**config.mk**
```make
export PLATFORM = sky130hd
export DESIGN_NAME = fluxo_dados_multiciclo_flat
export DESIGN_NICKNAME = d
export VERILOG_FILES = /design/src/rtl/fluxo_dados_multiciclo_if.sv /design/src/rtl/fluxo_dados_multiciclo.sv /design/src/flat_wrapper.sv
export SDC_FILE = /design/constraint.sdc
export NUM_CORES = 2
export LEC_CHECK = 0
export BUFFER_PORTS_ARGS = -buffer_cell sky130_fd_sc_hd__buf_2
export CORE_MARGIN = 2
export CORE_UTILIZATION = 45
export DETAILED_ROUTE_END_ITERATION = 10
export GPL_ROUTABILITY_DRIVEN = 1
export GPL_TIMING_DRIVEN = 1
export SETUP_SLACK_MARGIN = 0.15
export SYNTH_ARGS = -nofsm -noshare
export SYNTH_HDL_FRONTEND = slang
export SYNTH_SLANG_ARGS = --single-unit
```
**constraint.sdc**
```tcl
create_clock -name clk -period 27.1 [get_ports clk]
set_input_delay 1.355 -clock clk [delete_from_list [all_inputs] [get_ports clk]]
set_output_delay 1.355 -clock clk [all_outputs]
set_load 0.05 [all_outputs]
```
**src/rtl/fluxo_dados_multiciclo_if.sv**
```systemverilog
// Fetch-side handshake and retirement bus of the multi-cycle datapath.
// With DATAFLOW_INSTRET_EN defined the bus also carries the 64-bit instret count.
interface fluxo_dados_multiciclo_if #(
    parameter int XLEN = 64
);
    logic            instr_valid;
    logic            instr_ready;
    logic [31:0]     instr;
    logic [XLEN-1:0] pc;
    logic            retire_valid;
    logic [4:0]      retire_rd;
    logic [XLEN-1:0] retire_data;
    logic            illegal;
    logic [2:0]      flags;
`ifdef DATAFLOW_INSTRET_EN
    logic [63:0]     instret;

    modport master (
        output instr_valid, instr,
        input  instr_ready, pc, retire_valid, retire_rd, retire_data, illegal, flags, instret
    );
    modport slave (
        input  instr_valid, instr,
        output instr_ready, pc, retire_valid, retire_rd, retire_data, illegal, flags, instret
    );
`else
    modport master (
        output instr_valid, instr,
        input  instr_ready, pc, retire_valid, retire_rd, retire_data, illegal, flags
    );
    modport slave (
        input  instr_valid, instr,
        output instr_ready, pc, retire_valid, retire_rd, retire_data, illegal, flags
    );
`endif
endinterface

```
**src/rtl/fluxo_dados_multiciclo.sv**
```systemverilog
// Multi-cycle RISC-V datapath (ADD/SUB, ADDI, LUI, BRANCH, JAL): IDLE -> DECODE -> EXEC -> WB.
// Optional feature macro DATAFLOW_INSTRET_EN adds a 64-bit retired-instruction counter.
module fluxo_dados_multiciclo #(
    parameter int              XLEN     = 64,
    parameter int              NREG     = 32,
    parameter logic [XLEN-1:0] PC_RESET = '0
) (
    input  logic                   clk,
    input  logic                   rst,
    fluxo_dados_multiciclo_if.slave bus
);
    localparam int          IW         = $clog2(NREG);
    localparam logic [31:0] IDX_OK     = (NREG >= 32) ? 32'hFFFF_FFFF : ((32'd1 << NREG) - 32'd1);
    localparam logic [XLEN-1:0] PC_STEP = XLEN'(3'd4);
    localparam logic [6:0]  OPC_OP     = 7'b0110011;
    localparam logic [6:0]  OPC_OPIMM  = 7'b0010011;
    localparam logic [6:0]  OPC_LUI    = 7'b0110111;
    localparam logic [6:0]  OPC_BRANCH = 7'b1100011;
    localparam logic [6:0]  OPC_JAL    = 7'b1101111;

    typedef enum logic [1:0] {
        S_IDLE   = 2'd0,
        S_DECODE = 2'd1,
        S_EXEC   = 2'd2,
        S_WB     = 2'd3
    } state_t;

    state_t          state_q, state_d;
    logic [31:0]     instr_q;
    logic [XLEN-1:0] pc_q, npc_q, rs1_val_q, rs2_val_q, imm_q, retire_data_q;
    logic [XLEN-1:0] rf_q [NREG];
    logic [2:0]      flags_q;
    logic            retire_valid_q, illegal_q;
    logic [4:0]      retire_rd_q;
`ifdef DATAFLOW_INSTRET_EN
    logic [63:0]     instret_q;
`endif

    logic [6:0]      opcode_s;
    logic [4:0]      rd_s, rs1_s, rs2_s;
    logic [2:0]      funct3_s;
    logic            use_rd_s, use_rs1_s, use_rs2_s, bad_op_s, illegal_s;
    logic [XLEN-1:0] imm_s, rs1_rd_s, rs2_rd_s, opb_s, result_s, npc_s, ret_data_s;
    logic            igual_s, menor_s, mgu_s, taken_s, jump_s;
    logic [4:0]      ret_rd_s;

    function automatic logic idx_ok(input logic [4:0] idx);
        idx_ok = IDX_OK[idx];
    endfunction

    assign opcode_s = instr_q[6:0];
    assign rd_s     = instr_q[11:7];
    assign funct3_s = instr_q[14:12];
    assign rs1_s    = instr_q[19:15];
    assign rs2_s    = instr_q[24:20];

    // Opcode decode: which register fields are live and which immediate format applies.
    always_comb begin
        use_rd_s  = 1'b0;
        use_rs1_s = 1'b0;
        use_rs2_s = 1'b0;
        bad_op_s  = 1'b0;
        imm_s     = '0;
        case (opcode_s)
            OPC_OP: begin
                use_rd_s  = 1'b1;
                use_rs1_s = 1'b1;
                use_rs2_s = 1'b1;
            end
            OPC_OPIMM: begin
                use_rd_s  = 1'b1;
                use_rs1_s = 1'b1;
                imm_s     = XLEN'($signed(instr_q[31:20]));
            end
            OPC_LUI: begin
                use_rd_s = 1'b1;
                imm_s    = XLEN'($signed({instr_q[31:12], 12'b0}));
            end
            OPC_BRANCH: begin
                use_rs1_s = 1'b1;
                use_rs2_s = 1'b1;
                bad_op_s  = (funct3_s == 3'b010) || (funct3_s == 3'b011);
                imm_s     = XLEN'($signed({instr_q[31], instr_q[7], instr_q[30:25], instr_q[11:8], 1'b0}));
            end
            OPC_JAL: begin
                use_rd_s = 1'b1;
                imm_s    = XLEN'($signed({instr_q[31], instr_q[19:12], instr_q[20], instr_q[30:21], 1'b0}));
            end
            default: begin
                bad_op_s = 1'b1;
            end
        endcase
    end

    assign illegal_s = bad_op_s
                     | (use_rd_s  & ~idx_ok(rd_s))
                     | (use_rs1_s & ~idx_ok(rs1_s))
                     | (use_rs2_s & ~idx_ok(rs2_s));

    // Unused or out-of-range fields read as zero so the array index never leaves the file.
    assign rs1_rd_s = (use_rs1_s && rs1_s != 5'd0 && idx_ok(rs1_s)) ? rf_q[rs1_s[IW-1:0]] : '0;
    assign rs2_rd_s = (use_rs2_s && rs2_s != 5'd0 && idx_ok(rs2_s)) ? rf_q[rs2_s[IW-1:0]] : '0;

    assign opb_s   = use_rs2_s ? rs2_val_q : imm_q;
    assign igual_s = (rs1_val_q == opb_s);
    assign menor_s = ($signed(rs1_val_q) < $signed(opb_s));
    assign mgu_s   = (rs1_val_q >= opb_s);

    // ALU result and branch condition for the latched instruction.
    always_comb begin
        result_s = '0;
        taken_s  = 1'b0;
        case (opcode_s)
            OPC_OP: begin
                if (instr_q[30]) result_s = rs1_val_q - opb_s;
                else             result_s = rs1_val_q + opb_s;
            end
            OPC_OPIMM: result_s = rs1_val_q + opb_s;
            OPC_LUI:   result_s = imm_q;
            OPC_JAL:   result_s = pc_q + PC_STEP;
            OPC_BRANCH: begin
                case (funct3_s)
                    3'b000:  taken_s = igual_s;
                    3'b001:  taken_s = ~igual_s;
                    3'b100:  taken_s = menor_s;
                    3'b101:  taken_s = ~menor_s;
                    3'b110:  taken_s = ~mgu_s;
                    3'b111:  taken_s = mgu_s;
                    default: taken_s = 1'b0;
                endcase
            end
            default: result_s = '0;
        endcase
    end

    assign jump_s     = ~illegal_s & (((opcode_s == OPC_BRANCH) & taken_s) | (opcode_s == OPC_JAL));
    assign npc_s      = pc_q + (jump_s ? imm_q : PC_STEP);
    assign ret_rd_s   = (~illegal_s & use_rd_s) ? rd_s : 5'd0;
    assign ret_data_s = (ret_rd_s != 5'd0) ? result_s : '0;

    // Sequencer next state.
    always_comb begin
        state_d = state_q;
        case (state_q)
            S_IDLE: begin
                if (bus.instr_valid) state_d = S_DECODE;
                else                 state_d = S_IDLE;
            end
            S_DECODE: state_d = S_EXEC;
            S_EXEC:   state_d = S_WB;
            S_WB:     state_d = S_IDLE;
            default:  state_d = S_IDLE;
        endcase
    end

    // Datapath state; retire outputs are loaded at the EXEC edge so they are valid exactly in WB.
    always_ff @(posedge clk) begin
        if (rst) begin
            state_q        <= S_IDLE;
            instr_q        <= 32'd0;
            pc_q           <= PC_RESET;
            npc_q          <= '0;
            rs1_val_q      <= '0;
            rs2_val_q      <= '0;
            imm_q          <= '0;
            flags_q        <= 3'd0;
            retire_valid_q <= 1'b0;
            retire_rd_q    <= 5'd0;
            retire_data_q  <= '0;
            illegal_q      <= 1'b0;
            for (int i = 0; i < NREG; i++) rf_q[i] <= '0;
`ifdef DATAFLOW_INSTRET_EN
            instret_q      <= 64'd0;
`endif
        end else begin
            state_q <= state_d;
            case (state_q)
                S_IDLE: begin
                    if (bus.instr_valid) instr_q <= bus.instr;
                    else                 instr_q <= instr_q;
                end
                S_DECODE: begin
                    rs1_val_q <= rs1_rd_s;
                    rs2_val_q <= rs2_rd_s;
                    imm_q     <= imm_s;
                end
                S_EXEC: begin
                    retire_valid_q <= 1'b1;
                    illegal_q      <= illegal_s;
                    retire_rd_q    <= ret_rd_s;
                    retire_data_q  <= ret_data_s;
                    npc_q          <= npc_s;
                    if (!illegal_s && use_rs1_s) flags_q <= {mgu_s, menor_s, igual_s};
                    else                         flags_q <= flags_q;
                end
                S_WB: begin
                    retire_valid_q <= 1'b0;
                    illegal_q      <= 1'b0;
                    retire_rd_q    <= 5'd0;
                    retire_data_q  <= '0;
                    pc_q           <= npc_q;
                    if (retire_rd_q != 5'd0) rf_q[retire_rd_q[IW-1:0]] <= retire_data_q;
                    else                     rf_q[0] <= '0;
`ifdef DATAFLOW_INSTRET_EN
                    instret_q      <= instret_q + 64'd1;
`endif
                end
                default: state_q <= S_IDLE;
            endcase
        end
    end

    assign bus.instr_ready  = (state_q == S_IDLE);
    assign bus.pc           = pc_q;
    assign bus.retire_valid = retire_valid_q;
    assign bus.retire_rd    = retire_rd_q;
    assign bus.retire_data  = retire_data_q;
    assign bus.illegal      = illegal_q;
    assign bus.flags        = flags_q;
`ifdef DATAFLOW_INSTRET_EN
    assign bus.instret      = instret_q;
`endif
endmodule

```
**src/flat_wrapper.sv**
```systemverilog
// flat-port wrapper written by rule: the top's interface ports become plain ports
module fluxo_dados_multiciclo_flat 
#(
    parameter int              XLEN     = 64,
    parameter int              NREG     = 32,
    parameter logic [XLEN-1:0] PC_RESET = '0
)
  (clk, rst, bus_instr_valid, bus_instr, bus_instr_ready, bus_pc, bus_retire_valid, bus_retire_rd, bus_retire_data, bus_illegal, bus_flags);
  fluxo_dados_multiciclo_if #(.XLEN(XLEN)) bus_i ();
  input  logic clk;
  input  logic rst;
  input wire logic [$bits(bus_i.instr_valid)-1:0] bus_instr_valid;
  input wire logic [$bits(bus_i.instr)-1:0] bus_instr;
  output wire logic [$bits(bus_i.instr_ready)-1:0] bus_instr_ready;
  output wire logic [$bits(bus_i.pc)-1:0] bus_pc;
  output wire logic [$bits(bus_i.retire_valid)-1:0] bus_retire_valid;
  output wire logic [$bits(bus_i.retire_rd)-1:0] bus_retire_rd;
  output wire logic [$bits(bus_i.retire_data)-1:0] bus_retire_data;
  output wire logic [$bits(bus_i.illegal)-1:0] bus_illegal;
  output wire logic [$bits(bus_i.flags)-1:0] bus_flags;
  assign bus_i.instr_valid = bus_instr_valid;
  assign bus_i.instr = bus_instr;
  assign bus_instr_ready = bus_i.instr_ready;
  assign bus_pc = bus_i.pc;
  assign bus_retire_valid = bus_i.retire_valid;
  assign bus_retire_rd = bus_i.retire_rd;
  assign bus_retire_data = bus_i.retire_data;
  assign bus_illegal = bus_i.illegal;
  assign bus_flags = bus_i.flags;
  fluxo_dados_multiciclo #(.XLEN(XLEN), .NREG(NREG), .PC_RESET(PC_RESET)) u_core (.clk(clk), .rst(rst), .bus(bus_i));
endmodule
```
==> qor.yml <==
timing:
  max_freq_mhz: 92.82
  tightest_slew_ns: 1.381
  setup_viol: 0
  drv_slew: 0
  period_minus_slack_ns: 10.77
  fin_skew_ns: 0.05771
  fin_crit_sh_pct: 39.76
  hold_viol: 0
  fin_tns_setup_ns: 0
  rsz0062_at_grt: "no"
  setup_slack_ns: 16.33
  relSlewSlack_pct: 7.809
clock_tree:
  htreeDepth: 5
  clockRootBuffer: "clkbuf_16"
  tritoncts: "done"
  cts.path.max_buffers: 4
  clock_sinks: 2454
  clkLatencyLatePin_ns: 0.94
  postCtsSetupBuffers: 0
  clkSlewWorstSetupHoldPaths_ns: 0.06
  cts-hold-fix-buffers: 0
  cts_buffers: 282
  cts_resized: 0
floorplan:
  die_w_um: 552.1
  std_cell_rows: 201
  io_pins: 174
  coreArea_um2: 299300
  start_util_pct: 45.17
  dieArea_um2: 304800
  fp.dieH_um: 552.1
cells_and_area:
  num-fill-cells: 25400
  multiInputGateArea_um2: 62380
  area_delta_synth_final_pct: 10.86
  fin_util_pct: 50.08
  layout.nets: 9949
  final_cells: 13950
  seq_area_um2: 69660
  drive_gt1_share_pct: 24.54
detailed_routing:
  dr_total_vias: 92990
  antenna_left: 0
  wl_mm: 541.6
  drc: 0
  drt_iter0_drc: 15820
  via_per_inst: 6.667
  first_pass_iters: 8
  wl_per_cell_um: 38.83
global_route:
  grtUsageTotal_pct: 34.99
  antenna_found_initial: 85
  grt_pass1_wl_mm: 743.7
  grt_pass1_vias: 91890
  grt_max_degree: 142
  gr-total-overflow: 0
setup_path:
  cp_max_fo: 34
  startpoint: "u_core.instr_q[5]"
  ff2ff_setup_slack_ns: 16.33
  critPathKind: "flop to flop"
  worst_setup_path_start_kind: "flop"
  cp_slowest_cell: "nor4_1"
  endpoint_kind: "flop"
  cpPeakStageDelay_ns: 0.94
  required_ns: 27.92
  r2r_start: "u_core.instr_q[5]"
  crit_arrival_ns: 11.59
  cpMostUsedCell: "a21oi_1"
placement:
  dp_hpwl_mm: 328.6
  dp_slack_ns: 16.29
  port_buffers: 173
  placed_cells: 13390
  routabilityCongestion: 0.9789
synth:
  netlist_instances: 9817
  yosys.area.top_type: "edfxtp_1"
  synth_area_um2: 135200
  yosys_warnings: 0
  syn_avg_cell_area_um2: 13.77
  ys_seq_area_share_pct: 51.50
  synth-edff-count: 2048
  synthTopCellsByCount: "2048 x edfxtp_1, 2001 x and2_1, 1280 x mux4_2"
  synthFlopType: "edfxtp_1"
  yosys_register_bits: 2454
  synth.most_common_cell: "edfxtp_1"
  synth-async-reset-ratio_pct: 0
  synthTopCellsByArea: "edfxtp_1 45%, mux4_2 21%, and2_1 9.3%"
  ys_types: 97
  synth_top_cell_area_share_pct: 45.49
power_and_ir_drop:
  power.total_mw: 9.096
  p_leak_nw: 52.12
  max-vdd-ir-drop_mv: 0.05337
  p_per_area_nw_per_um2: 60.69
job:
  max-cap-violations: 0
hold_path:
  hold_path_class: "flop to flop"
  hp-start: "u_core.npc_q[56]"
status:
  status: "finished, final reports clean"
==> flip-flops by register name, indices dropped and copies added (netlist names), 3 cells and up, named ones only <==
register                flops
u_core.rf_q              2048
u_core.bus.pc              64
u_core.bus.retire_data     64
u_core.npc_q               64
u_core.rs1_val_q           64
u_core.rs2_val_q           64
u_core.imm_q               32
u_core.instr_q             32
u_core.bus.retire_rd        5
u_core.bus.flags            3
==> final timing paths <==
check                           cells after the start                to
worst max-delay path                               31  u_core.npc_q[63]
worst min-delay path                                2  u_core.npc_q[56]
worst max register to register                     31  u_core.npc_q[63]
worst min register to register                      2  u_core.npc_q[56]
==> per-stage QoR <==
stage          area, um2  hold slack (ns)
5_1_grt           149800           0.4911
3_5_place_dp      140900           0.4587
4_1_cts           149700           0.4683
2_1_floorplan     135400           0.4248
6_report          149900           0.4664
3_3_place_gp      140900           0.4474
==> critical path, delay by kind of cell (launching register included) <==
kind | cells | cell delay (ns)
and+or+nand+nor | 13 | 4.85
AOI/OAI and AO/OA | 14 | 3.37
buffers and inverters | 2 | 0.97
adders and majority gates | 2 | 0.76
DFF | 1 | 0.62
==> cell families (layout without fill, tap and decap cells) <==
group / Yosys count / after routing / share of synthesized area [%]
AND/OR/NAND/NOR: 3177 / 3177 / 13.19
AO/OA/AOI/OAI: 1155 / 1155 / 5.618
adder cells (fa/ha/maj): 200 / 200 / 1.868
flip-flops: 2454 / 2454 / 51.50
buffers and inverters: 1084 / 1139 / 3.064
other: 1 / 119 / 0.002774
XOR/XNOR: 184 / 184 / 1.192
multiplexers: 1562 / 1562 / 23.56
==> layer usage <==
| metal | vias to the layer above | track usage, % | share of wire [%] |
|---|---|---|---|
| met5 | - | 0 | 0.0035 |
| met4 | 4 | 16.58 | 5.5 |
| met3 | 1293 | 7.605 | 11 |
| met2 | 6349 | 55.08 | 46 |
| met1 | 48200 | 46.30 | 37 |
| li1 | 37150 | - | - |
==> power by group <==
part / switching, mW / leakage, nW / total [mW] / internal, mW
clock network: 1.65 / 4.35 / 3.77 / 2.11
registers: 0.0917 / 24.4 / 4.29 / 4.19
logic: 0.601 / 23.4 / 1.04 / 0.443
total: 2.35 / 52.1 / 9.10 / 6.75
==> final cells by class <==
type                            instances  area share [%]
Antenna cell                           55         0.09183
Clock buffer                          366           5.097
Clock inverter                        139          0.8206
Inverter                              156          0.3949
Multi-Input combinational cell       6342           41.62
Sequential cell                      2454           46.48
Tap cell                             3958           3.304
Timing Repair Buffer                  478           2.187
==> layout by cell type (no fill, tap or decap), types with 36 or more instances in the layout <==
master | Yosys | final
edfxtp_1 | 2048 | 2048
and2_1 | 2001 | 2000
mux4_2 | 1280 | 1280
nor2_1 | 542 | 507
dfxtp_1 | 406 | 396
a21oi_1 | 352 | 351
buf_4 | 3 | 296
clkbuf_16 | 0 | 288
nand2_1 | 266 | 265
ha_1 | 197 | 195
buf_2 | 20 | 172
mux2_2 | 159 | 159
inv_1 | 152 | 151
a22oi_1 | 151 | 151
o21ai_0 | 181 | 149
xnor2_1 | 135 | 135
mux2i_1 | 123 | 123
a21o_1 | 95 | 95
nand3_1 | 69 | 68
clkbuf_1 | 793 | 64
conb_1 | 1 | 64
diode_2 | 0 | 55
nand4_1 | 54 | 54
nor2b_1 | 54 | 54
o21bai_1 | 54 | 54
clkinv_2 | 0 | 51
xor2_1 | 49 | 49
clkinv_1 | 2 | 48
nor4_1 | 38 | 36
nor3_1 | 39 | 36
No activity file was read; power rests on OpenSTA's default activity.
